**src/rtl/shifter_pkg.sv**
```systemverilog
// Shared opcodes, requester-ID width and output-slot state encoding for the
// shared shift/rotate arbiter.
package shifter_pkg;

  localparam logic [2:0] OP_ROL = 3'b000;
  localparam logic [2:0] OP_ROR = 3'b001;
  localparam logic [2:0] OP_SLL = 3'b010;
  localparam logic [2:0] OP_SRL = 3'b011;
  localparam logic [2:0] OP_SRA = 3'b100;

  localparam int ID_W = 1;

  typedef enum logic {
    SLOT_EMPTY = 1'b0,
    SLOT_FULL  = 1'b1
  } slot_state_t;

endpackage

```
**src/rtl/shift_core.sv**
```systemverilog
// Combinational log2(WIDTH)-stage barrel shifter/rotator.
// Stage i moves the operand by 2**i when amount bit i is set.
module shift_core
  import shifter_pkg::*;
#(
  parameter int WIDTH = 16,
  parameter int AMT_W = $clog2(WIDTH)
) (
  input  logic [WIDTH-1:0] a,
  input  logic [AMT_W-1:0] s,
  input  logic [2:0]       op,
  output logic [WIDTH-1:0] y
);

  logic [WIDTH-1:0] stg [AMT_W+1];

  assign stg[0] = a;

  for (genvar i = 0; i < AMT_W; i++) begin : g_stage
    localparam int SH = 1 << i;
    logic [WIDTH-1:0] moved;

    // Sign fill for SRA uses the current stage MSB, which earlier stages keep equal to a[WIDTH-1].
    always_comb begin
      case (op)
        OP_ROL:  moved = {stg[i][WIDTH-SH-1:0], stg[i][WIDTH-1:WIDTH-SH]};
        OP_ROR:  moved = {stg[i][SH-1:0], stg[i][WIDTH-1:SH]};
        OP_SLL:  moved = {stg[i][WIDTH-SH-1:0], {SH{1'b0}}};
        OP_SRL:  moved = {{SH{1'b0}}, stg[i][WIDTH-1:SH]};
        OP_SRA:  moved = {{SH{stg[i][WIDTH-1]}}, stg[i][WIDTH-1:SH]};
        default: moved = stg[i];
      endcase
    end

    assign stg[i+1] = s[i] ? moved : stg[i];
  end

  assign y = stg[AMT_W];

endmodule

```
**src/rtl/shifter_arbiter_16.sv**
```systemverilog
// Two-requester round-robin front end sharing one shift_core, with a
// one-deep registered result slot tagged by requester ID.
module shifter_arbiter_16
  import shifter_pkg::*;
#(
  parameter int WIDTH = 16,
  parameter int AMT_W = $clog2(WIDTH)
) (
  input  logic             clk,
  input  logic             rst_n,
  input  logic             req0_valid,
  output logic             req0_ready,
  input  logic [WIDTH-1:0] req0_data,
  input  logic [AMT_W-1:0] req0_amt,
  input  logic [2:0]       req0_op,
  input  logic             req1_valid,
  output logic             req1_ready,
  input  logic [WIDTH-1:0] req1_data,
  input  logic [AMT_W-1:0] req1_amt,
  input  logic [2:0]       req1_op,
  output logic             out_valid,
  input  logic             out_ready,
  output logic [WIDTH-1:0] out_data,
  output logic [ID_W-1:0]  out_id
);

  slot_state_t      state_q, state_d;
  logic [WIDTH-1:0] out_data_q, out_data_d;
  logic [ID_W-1:0]  out_id_q, out_id_d;
  logic [ID_W-1:0]  rr_q, rr_d;

  logic             free;
  logic             gnt_vld;
  logic [ID_W-1:0]  gnt_id;
  logic [WIDTH-1:0] sel_data;
  logic [AMT_W-1:0] sel_amt;
  logic [2:0]       sel_op;
  logic [WIDTH-1:0] core_y;

  assign free = (state_q == SLOT_EMPTY) || out_ready;

  // A lone requester wins outright; contention is broken by the rr pointer.
  always_comb begin
    gnt_vld = 1'b0;
    gnt_id  = '0;
    if (free) begin
      if (req0_valid && req1_valid) begin
        gnt_vld = 1'b1;
        gnt_id  = rr_q;
      end else if (req0_valid) begin
        gnt_vld = 1'b1;
      end else if (req1_valid) begin
        gnt_vld = 1'b1;
        gnt_id  = 1'b1;
      end
    end
  end

  assign req0_ready = gnt_vld && (gnt_id == 1'b0);
  assign req1_ready = gnt_vld && (gnt_id == 1'b1);

  assign sel_data = (gnt_id == 1'b1) ? req1_data : req0_data;
  assign sel_amt  = (gnt_id == 1'b1) ? req1_amt  : req0_amt;
  assign sel_op   = (gnt_id == 1'b1) ? req1_op   : req0_op;

  shift_core #(
    .WIDTH (WIDTH),
    .AMT_W (AMT_W)
  ) u_core (
    .a  (sel_data),
    .s  (sel_amt),
    .op (sel_op),
    .y  (core_y)
  );

  // Slot FSM: an accept always (re)loads, a drain without accept empties.
  always_comb begin
    state_d    = state_q;
    out_data_d = out_data_q;
    out_id_d   = out_id_q;
    rr_d       = rr_q;
    if (gnt_vld) begin
      state_d    = SLOT_FULL;
      out_data_d = core_y;
      out_id_d   = gnt_id;
      rr_d       = ~gnt_id;
    end else begin
      case (state_q)
        SLOT_FULL:  if (out_ready) state_d = SLOT_EMPTY;
        default:    state_d = SLOT_EMPTY;
      endcase
    end
  end

  always_ff @(posedge clk or negedge rst_n) begin
    if (!rst_n) begin
      state_q    <= SLOT_EMPTY;
      out_data_q <= '0;
      out_id_q   <= '0;
      rr_q       <= '0;
    end else begin
      state_q    <= state_d;
      out_data_q <= out_data_d;
      out_id_q   <= out_id_d;
      rr_q       <= rr_d;
    end
  end

  assign out_valid = (state_q == SLOT_FULL);
  assign out_data  = out_data_q;
  assign out_id    = out_id_q;

endmodule

```
**config.mk**
```make
export PLATFORM = sky130hd
export DESIGN_NAME = shifter_arbiter_16
export DESIGN_NICKNAME = d
export VERILOG_FILES = /design/src/rtl/shifter_pkg.sv /design/src/rtl/shift_core.sv /design/src/rtl/shifter_arbiter_16.sv
export SDC_FILE = /design/constraint.sdc
export NUM_CORES = 1
export LEC_CHECK = 0
export BUFFER_PORTS_ARGS = -buffer_cell sky130_fd_sc_hd__clkbuf_2
export CAP_MARGIN = 10
export CORE_ASPECT_RATIO = 1.25
export CORE_MARGIN = 2
export CORE_UTILIZATION = 52
export DETAILED_ROUTE_END_ITERATION = 7
export PLACE_DENSITY = 0.86
export SLEW_MARGIN = 20
export SYNTH_ARGS = -nofsm -noshare
export SYNTH_HDL_FRONTEND = slang
export SYNTH_SLANG_ARGS = --single-unit
```
**constraint.sdc**
```tcl
create_clock -name clk -period 2.4 [get_ports clk]
set_input_delay 0.24 -clock clk [delete_from_list [all_inputs] [get_ports clk]]
set_output_delay 0.24 -clock clk [all_outputs]
set_load 0.02 [all_outputs]
```
==> results of run 1 <==
[routing by layer]
metal / overflow / global-route usage, %
met1: 1 / 76.2
met2: 88 / 101
met5: 0 / 25.7
met4: 53 / 93.2
met3: 1 / 55.5
[kinds of logic after synthesis]
kind of cell           count (synthesis)  share of synthesized area, %
multiplexers                          45                          13.4
AO/OA/AOI/OAI                        194                          42.6
buffers and inverters                 45                          7.73
AND/OR/NAND/NOR                      165                          22.8
flip-flops                            19                          13.4
[what timing repair did]
item	in CTS
hold endpoints to repair	19
pin swaps	41
gates resized for setup	96
hold buffers	1
gates cloned	4
buffers inserted	16
endpoints found under the setup margin	16
[cell usage after synthesis (all sizes together) (10+ instances only)]
master  instances  area [um2]
a21oi          33         176
mux2           11         131
dfrtp          19         475
o21ai          33         165
o211ai         10        75.1
mux2i          34         344
nor2           36         135
nor3           13        70.1
nand3          19         108
nand2          49         184
buf            34         230
a221o          11         110
[stage by stage]
| stage | worst slack, ns | utilization, % | area (um2) | instances | TNS [ns] |
|---|---|---|---|---|---|
| CTS | -0.175 | 84.2 | 5530 | 744 | -1.96 |
| floorplan | -0.0439 | - | 3600 | 468 | -0.123 |
| global placement | -0.258 | 73.5 | 4830 | 719 | -3.02 |
| detailed placement | -0.373 | 73.5 | 4830 | 719 | -4.75 |
==> flow_summary.toml, run 1 <==
[status]
outcome = "aborted with a tool error"
stop_stage = "5_1_grt"
tool.error = "[ERROR GRT-0232] Routing congestion too high. Check the congestion heatmap in the GUI."

[logic_synthesis]
synthArstFlopShare_pct = 100
yosys_warnings = 0
yosysSeqAreaShare_pct = 13.4
synth_cell_types = 71
netlist_area_mm2 = 0.00354
synth_seq_cells = 19
syn_inst = 468
synthFlopType = "dfrtp_1"
synth-edff-count = 0
synth_area_per_cell_um2 = 7.57
syn_nets = 519

[place]
io_buffers = 70
hpwl_mm = 12.3
gp_congestion = 1.23

[clock_tree]
root_buffer = "clkbuf_8"
cts_buffer_depth = 2
cts_max_level = 1
clock_sinks = 19
cts_buffers = 3

[floorplanning]
start_util_pct = 54.0
chipWidth_um = 77.8
die_h_um = 96.3
placement_rows = 33
io_pins = 71

[sta]
worst-ep-kind = "register data pin"
worst_endpoint = "out_data[6]$_DFFE_PN0P_/D"

[global_routing]
grt.total_usage_pct = 79.6
grt_overflow = 143
grt_max_degree = 24
==> inputs of run 2 (changes only) <==
- CORE_ASPECT_RATIO: 1.25 -> unset
- CORE_UTILIZATION: 52 -> 40
- PLACE_DENSITY: 0.86 -> unset
- PLACE_DENSITY_LB_ADDON: unset -> 0.15
- clock period: 2.4 -> 3.1 ns (I/O delays scaled with it)
==> run 2 against run 1 <==
- area after synthesis unchanged
- the run now ends clean
- synthesized cell count is the same
==> flow_summary.toml, run 2 <==
[logic_synthesis]
synth_seq_cells = 19
synthXorXnorAreaFrac_pct = 0
synth_area_leader_cell = "dfrtp_1"
synthMuxAreaShare_pct = 13.4
synth_fa_ha_area_share_pct = 0
yosysSeqAreaShare_pct = 13.4
synth_common_cells = "nand2_1, nor2_1, mux2i_1"
synth_top_family_by_area = "compound AO/OA/AOI/OAI gates"
synthFlopType = "dfrtp_1"
synth.most_common_cell = "nand2_1"
synth_area_per_cell_um2 = 7.57
syn_nets = 519
synthArstFlopShare_pct = 100
synth_cell_types = 71
synth_area_leaders = "dfrtp_1, mux2i_1, nand2_1"
yosysTopAreaCellShare_pct = 13.4
yosys_warnings = 0
synth_compound_area_share_pct = 42.6
netlist_area_mm2 = 0.00354
synth_simple_gate_area_share_pct = 22.8
synth-edff-count = 0
syn_inst = 468

[clock_tree]
clock_sinks = 19
cts_setup_buffers = 0
cts_buffer_depth = 2
cts_buffers = 3
cts_max_level = 1
cts.clk_slew.worst_paths_ns = 0.07
clk_latency_ns = 0.25
cts_tree = "yes"
root_buffer = "clkbuf_8"

[final_layout]
largest_register_ffs = 16
nNetsFinal = 595
final_cell_mix = "clkbuf_2, nand2_1, buf_4, nor2_1, mux2i_1"
layout_commonest_cell = "clkbuf_2"
drive_gt1_share_pct = 30.4
regArea_um2 = 475
antenna-diode-count = 0
multiInputGateArea_mm2 = 0.00281
n_fill_cell = 915
utilization_pct = 48.4
syn2layout_area_growth_pct = 18.0

[routing]
routed_wl_mm = 14.9
drt_iter0_drc = 453
wl_met1_mm = 6.71
vias = 4447
detail-route-antenna-nets = 0
top_layer = "met4"
drtPass1Iterations = 5
wl_met3_mm = 1.35
wl_per_cell_um = 22.9
viasPerCell = 6.83
wl_met2_mm = 6.37
drc = 0

[sta]
setup_viol = 0
drv_slew = 0
max_freq_mhz = 342
hold_violations = 0
worstMarginPinSlew_ns = 0.772
finalCriticalPeriod_ns = 2.92
final.period_utilization_pct = 94.3
finalClockSkew_ns = 0.000709
rsz0062_at_grt = "no"
setup_tns_ns = 0
relSlewSlack_pct = 48.1

[global_routing]
grt_max_degree = 29
grt.total_usage_pct = 30.7
grt_pass1_vias = 4225
grt_overflow = 0
antenna_found_initial = 0
grt_first_pass_wirelength_mm = 23.7

[worst_setup_path]
critPathMaxFanout = 28
crit_arrival_ns = 3.07
end_kind = "register"
crit-reg2reg-launch = "rr_q$_DFFE_PN0P_"
rr_worst_depth = 11
setup.worst_path.class = "register to register"
reg2reg_slack_ns = 0.18
r2r_end = "out_data[7]$_DFFE_PN0P_"
required_ns = 3.24
start_kind = "register"

[flow_run]
maxCapViolCount = 0

[place]
io_buffers = 70
hpwl_mm = 11.8
gp_congestion = 1.02

[hold_path]
hold_class = "primary input to asynchronous set/reset pin"

[floorplanning]
die_h_um = 98.1
die_area_mm2 = 0.00963
core_region_area_mm2 = 0.00864
start_util_pct = 41.0
io_pins = 71
chipWidth_um = 98.1
placement_rows = 34

[status]
outcome = "complete, no violations"

[power_and_ir_drop]
power_density_mw_per_mm2 = 365
p_leak_nw = 1.76
peakVddDrop_mv = 0.140
[run 2: critical path: stages, from the launching register on]
cell	delay (ns)
dfrtp_1	0.40
nand2b_2	0.26
nand3_4	0.15
inv_4	0.09
buf_12	0.18
buf_4	0.17
a211o_1	0.28
a22oi_2	0.27
nor4_1	0.10
a21oi_1	0.37
a22oi_1	0.21
a221o_1	0.34
[run 2: cell type report]
type / count / share of cell area (%)
inverters: 5 / 0.509
well taps: 108 / 3.23
multi-input cells: 404 / 67.1
flip-flops and latches: 19 / 11.4
clock buffers: 3 / 0.988
clock inverters: 1 / 0.120
repair buffers: 111 / 16.6
[run 2: repair_timing]
item                                    CTS  global route
hold buffers                              0             0
endpoints found under the setup margin    0             6
gates resized for setup                   0             3
hold endpoints to repair                  0             0
[run 2: kinds of logic (layout without fill, tap and decap cells)]
family / count (synthesis) / after routing
AOI/OAI and AO/OA: 194 / 194
buffers and inverters: 45 / 120
and+or+nand+nor: 165 / 165
muxes: 45 / 45
DFF: 19 / 19
[run 2: routing by layer]
metal  vias to the layer above  track usage (%)
li1                       2004                -
met1                      2147             44.1
met2                       259             46.8
met3                        37             6.01
met4                         0             8.33
met5                         -                0
[run 2: worst max-delay path by stage]
stage | startpoint | to | cells past startpoint
2_1_floorplan | out_valid$_DFF_PN0_ | out_data[7]$_DFFE_PN0P_ | 12
3_3_place_gp | req0_valid | out_data[7]$_DFFE_PN0P_ | 11
3_5_place_dp | req0_valid | out_data[7]$_DFFE_PN0P_ | 11
4_1_cts | rr_q$_DFFE_PN0P_ | out_data[7]$_DFFE_PN0P_ | 10
5_1_grt | rr_q$_DFFE_PN0P_ | out_data[15]$_DFFE_PN0P_ | 10
6_report | rr_q$_DFFE_PN0P_ | out_data[7]$_DFFE_PN0P_ | 11
[run 2: through the flow]
step	instances	power, mW	setup WS [ns]	instance area (um2)	hold slack [ns]
2_1_floorplan	468	0.997	0.536	3540	0.0144
3_3_place_gp	647	1.33	0.157	4130	0.290
3_5_place_dp	647	1.33	0.130	4130	0.302
4_1_cts	651	1.51	0.136	4170	0.0233
5_1_grt	651	1.63	0.0520	4180	0.0409
6_report	651	1.53	0.175	4180	0.00243
[run 2: report_power, final]
| group | internal (mW) | switching, mW | total, mW |
|---|---|---|---|
| Clock | 0.0894 | 0.0855 | 0.175 |
| Sequential | 0.307 | 0.0324 | 0.340 |
| Combinational | 0.385 | 0.627 | 1.01 |
Power figures use the tool's default switching activity.
==> inputs of run 3 (changes only) <==
- CORE_UTILIZATION: 40 -> 57
==> run 3 against run 2 <==
- core utilization up 21 points
- sequential share of layout area grew 0.17 points
- die area shrank 29%
- register-to-register slack got worse by 0.08 ns
- maximum frequency shrank 2.8%
- clock skew grew 0.0024 ns
- power is essentially flat
- largest power group unchanged
- highest routed layer unchanged
==> flow_summary.toml, run 3 (same netlist as run 2, synthesis figures left out) <==
[sta]
relSlewSlack_pct = 48.7
setup_viol = 0
final.period_utilization_pct = 97.0
finalClockSkew_ns = 0.00313
finalCriticalPeriod_ns = 3.01
hold_slack_ns = 0.000851
max_freq_mhz = 332
hold_violations = 0
drv_slew = 0
worstMarginPinSlew_ns = 0.762

[worst_setup_path]
end_kind = "register"
crit_arrival_ns = 3.21
path_cells = "nand2b_2 -> nand3_4 -> buf_6 -> mux2_2 -> nor4_1 -> a21oi_2 -> a22oi_1 -> o221a_2"
cpMaxStageDelayCell = "mux2_2"
critPathMaxFanout = 35
required_ns = 3.30
start_kind = "register"
setup.worst_path.class = "register to register"
cpPeakStageDelay_ns = 0.59

[clock_tree]
cts_tree = "yes"
cts_buffers = 3
clk_latency_ns = 0.26
root_buffer = "clkbuf_8"
cts_buffer_depth = 2
clock_sinks = 19
cts.clk_slew.worst_paths_ns = 0.08
cts_max_level = 1

[final_layout]
drive_gt1_share_pct = 30.2
finalNonFillerCells = 612
final_cell_mix = "clkbuf_2, nand2_1, nor2_1, mux2i_1, buf_4"
nNetsFinal = 589
largest_register_ffs = 16
n_fill_cell = 535
layout_commonest_cell = "clkbuf_2"
syn2layout_area_growth_pct = 16.2
utilization_pct = 69.1
antenna-diode-count = 0

[floorplanning]
placement_rows = 28
die_area_mm2 = 0.00686
start_util_pct = 59.5
die_h_um = 82.8
chipWidth_um = 82.8
core_region_area_mm2 = 0.00596
io_pins = 71

[global_routing]
grt_overflow = 0
grt_first_pass_wirelength_mm = 22.1
grt_max_degree = 40
grt.total_usage_pct = 39.4
antenna_found_initial = 0
grt_pass1_vias = 4091

[routing]
routed_wl_mm = 14.2
wl_per_cell_um = 23.1
viasPerCell = 7.41
drt_iter0_drc = 766
vias = 4534
drtPass1Iterations = 7
detail-route-antenna-nets = 0
drc = 0

[hold_path]
hold_class = "primary input to asynchronous set/reset pin"

[status]
outcome = "complete, no violations"

[power_and_ir_drop]
p_leak_nw = 1.74
power_density_mw_per_mm2 = 371
peakVddDrop_mv = 0.365

[place]
placed_cells = 608
io_buffers = 70
gp_congestion = 1.07
hpwl_mm = 10.9

[flow_run]
maxCapViolCount = 0
[run 3: layout make-up]
cell class	count	area, um2	share of cell area [%]
inverters	5	21.3	0.517
clock buffers	3	41.3	1.00
repair buffers	105	642	15.6
well taps	75	93.8	2.28
clock inverters	1	5.00	0.122
flip-flops and latches	19	475	11.5
multi-input cells	404	2840	68.9
[run 3: metrics by stage]
stage | power [mW] | setup slack (ns) | instance area [um2] | TNS (ns)
2_1_floorplan | 0.997 | 0.536 | 3540 | 0
3_3_place_gp | 1.29 | 0.0439 | 4030 | 0
3_5_place_dp | 1.31 | 0.0311 | 4030 | 0
5_1_grt | 1.61 | -0.00871 | 4120 | -0.00871
4_1_cts | 1.48 | 0.0254 | 4070 | 0
6_report | 1.53 | 0.0918 | 4120 | 0
[run 3: final timing paths]
check	start	to	depth (start not counted)	slack, ns
min in group clk	req0_valid	out_valid$_DFF_PN0_	3	0.33
max in group asynchronous	rst_n	out_data[7]$_DFFE_PN0P_	1	2.76
min reg2reg	out_id$_DFFE_PN0P_	out_id$_DFFE_PN0P_	2	0.49
min	rst_n	out_data[11]$_DFFE_PN0P_	1	0.0009
max	rr_q$_DFFE_PN0P_	out_data[15]$_DFFE_PN0P_	8	0.09
max reg2reg	rr_q$_DFFE_PN0P_	out_data[15]$_DFFE_PN0P_	8	0.09
[run 3: per-layer routing]
layer	track usage [%]	vias to the layer above	routed length, um
li1	-	2002	-
met1	55.5	2128	5680
met2	60.3	351	6250
met3	7.55	53	1720
met4	13.3	0	526
met5	0	-	0
[run 3: power breakdown]
part | internal [mW] | switching [mW] | leakage [nW]
Combinational | 0.378 | 0.629 | 1.49
Clock | 0.0896 | 0.0890 | 0.0255
Sequential | 0.307 | 0.0336 | 0.225
Total | 0.775 | 0.751 | 1.74
[run 3: worst max-delay path: cells and delay by family, from the launching register on]
family	cells	cell delay, ns
buf+inv	1	0.29
mux	1	0.59
compound gates	3	0.69
simple gates	3	0.95
flops	1	0.40
[run 3: what timing repair did]
action | 4_1_cts | 5_1_grt
setup buffers | 0 | 0
gates resized for setup | 0 | 8
hold buffers | 0 | 0
endpoints found under the setup margin | 0 | 15
==> inputs of run 4 (changes only) <==
- CELL_PAD_IN_SITES_DETAIL_PLACEMENT: unset -> 0
- CELL_PAD_IN_SITES_GLOBAL_PLACEMENT: unset -> 1
- CORE_UTILIZATION: 57 -> 41
==> run 4 against run 3 <==
- the flow now finishes with violations (negative hold slack)
- die area grew 37%
- register-to-register slack gained 0.08 ns
- clock-buffer cell count is the same
- sequential power is essentially flat
- power grew 1.1%
- wire length grew 4.5%
- cell count grew 5.6%
- critical endpoint is now out_data[14]$_DFFE_PN0P_
- largest cell class unchanged
- highest routed layer unchanged
==> flow_summary.toml, run 4 (same netlist as run 2, synthesis figures left out) <==
[status]
outcome = "finished, violations left"
violations = "negative hold slack"

[routing]
wl_per_cell_um = 22.9
viasPerCell = 6.66
drtPass1Iterations = 5
drt_iter0_drc = 379
drc = 0
routed_wl_mm = 14.8
vias = 4302
detail-route-antenna-nets = 0

[place]
gp_congestion = 0.980
placed_cells = 642
hpwl_mm = 11.7
io_buffers = 70

[sta]
hold_violations = 19
finalClockSkew_ns = 0.00373
max_freq_mhz = 342
worstMarginPinSlew_ns = 0.646
setup_viol = 0
finalCriticalPeriod_ns = 2.92
hold_slack_ns = -0.0106
relSlewSlack_pct = 56.8
final.period_utilization_pct = 94.3
drv_slew = 0

[floorplanning]
start_util_pct = 42.7
placement_rows = 33
chipWidth_um = 97.0
core_region_area_mm2 = 0.00830
io_pins = 71
die_area_mm2 = 0.00940
die_h_um = 97.0

[clock_tree]
root_buffer = "clkbuf_8"
cts_buffers = 3
cts_setup_buffers = 0
cts_tree = "yes"
cts_max_level = 1
clk_latency_ns = 0.27
cts.clk_slew.worst_paths_ns = 0.08
cts_buffer_depth = 2
clock_sinks = 19
cts.repair.resized = 0
hold_buffers = 0

[hold_path]
hold_class = "primary input to asynchronous set/reset pin"

[global_routing]
antenna_found_initial = 0
grt_max_degree = 36
grt_first_pass_wirelength_mm = 22.9
grt_overflow = 0
grt.total_usage_pct = 30.2
grt_pass1_vias = 3998

[worst_setup_path]
cpPeakStageDelay_ns = 0.43
path_depth = 10
path_cells = "nand2b_2 -> nand3_4 -> inv_4 -> buf_12 -> mux2_2 -> a211oi_1 -> nor3_1 -> a221o_1 -> o211ai_1 -> a211oi_2"
end_kind = "register"
crit-reg2reg-launch = "rr_q$_DFFE_PN0P_"
critPathBufInv = 2
reg2reg_slack_ns = 0.18
start_kind = "register"
crit_arrival_ns = 3.05
setup.worst_path.class = "register to register"
critPathMaxFanout = 29
required_ns = 3.23
cpMaxStageDelayCell = "mux2_2"
cp_top_family = "compound AO/OA/AOI/OAI gates"
r2r_end = "out_data[14]$_DFFE_PN0P_"
rr_worst_depth = 10

[final_layout]
finalNonFillerCells = 646
drive_gt1_share_pct = 30.3
antenna-diode-count = 0
largest_register_ffs = 16
final_cell_mix = "clkbuf_2, nand2_1, buf_4, nor2_1, mux2i_1"
nNetsFinal = 593
layout_commonest_cell = "clkbuf_2"
syn2layout_area_growth_pct = 17.9

[power_and_ir_drop]
p_leak_nw = 1.75
finalPower_mw = 1.54
power_density_mw_per_mm2 = 369
peakVddDrop_mv = 0.140

[flow_run]
maxCapViolCount = 0
==> run 4: layer usage <==
metal | global-route usage (%) | vias up | part of all wire, %
li1 | - | 1997 | -
met5 | 0 | - | 0
met4 | 8.56 | 0 | 2.6
met2 | 47.4 | 231 | 44
met1 | 43.7 | 2044 | 46
met3 | 3.25 | 30 | 7.5
==> run 4: how the worst max path moves through the flow <==
| stage | start | end | slack [ns] |
|---|---|---|---|
| after floorplan | out_valid$_DFF_PN0_ | out_data[7]$_DFFE_PN0P_ | 0.54 |
| after detailed placement | req0_op[0] | out_data[14]$_DFFE_PN0P_ | 0.08 |
| final | rr_q$_DFFE_PN0P_ | out_data[14]$_DFFE_PN0P_ | 0.18 |
| after global placement | req1_op[2] | out_data[10]$_DFFE_PN0P_ | 0.10 |
| after CTS | rr_q$_DFFE_PN0P_ | out_data[14]$_DFFE_PN0P_ | 0.09 |
| after global routing | rr_q$_DFFE_PN0P_ | out_data[14]$_DFFE_PN0P_ | -0.003 |
==> run 4: final cells by class <==
| cell class | instances | area, um2 |
|---|---|---|
| clock buffers | 3 | 41.3 |
| clock inverters | 1 | 5.00 |
| fillers | 809 | 4120 |
| inverters | 5 | 21.3 |
| multi-input cells | 404 | 2840 |
| flip-flops and latches | 19 | 475 |
| well taps | 105 | 131 |
| repair buffers | 109 | 668 |
==> run 4: worst register-to-register path: cells and delay by family, from the launching register on <==
| family | cells | cell delay [ns] |
|---|---|---|
| buffers and inverters | 2 | 0.42 |
| AOI/OAI and AO/OA | 4 | 1.06 |
| and+or+nand+nor | 3 | 0.50 |
| DFF | 1 | 0.37 |
| muxes | 1 | 0.44 |
==> run 4: through the flow <==
step	setup WS, ns	cell area, um2	hold WS (ns)	TNS (ns)	util (%)
2_1_floorplan	0.536	3540	0.0144	0	-
3_3_place_gp	0.102	4090	0.288	0	49.3
3_5_place_dp	0.0781	4090	0.291	0	49.3
4_1_cts	0.0885	4140	0.00317	0	49.9
5_1_grt	-0.00314	4180	0.0267	-0.00314	50.4
6_report	0.175	4180	-0.0106	0	50.4
==> run 4: where the power goes <==
group / leakage [nW] / internal [mW] / total [mW] / switching [mW]
clock: 0.0255 / 0.0899 / 0.184 / 0.0945
sequential: 0.225 / 0.307 / 0.342 / 0.0341
combinational: 1.50 / 0.385 / 1.02 / 0.632
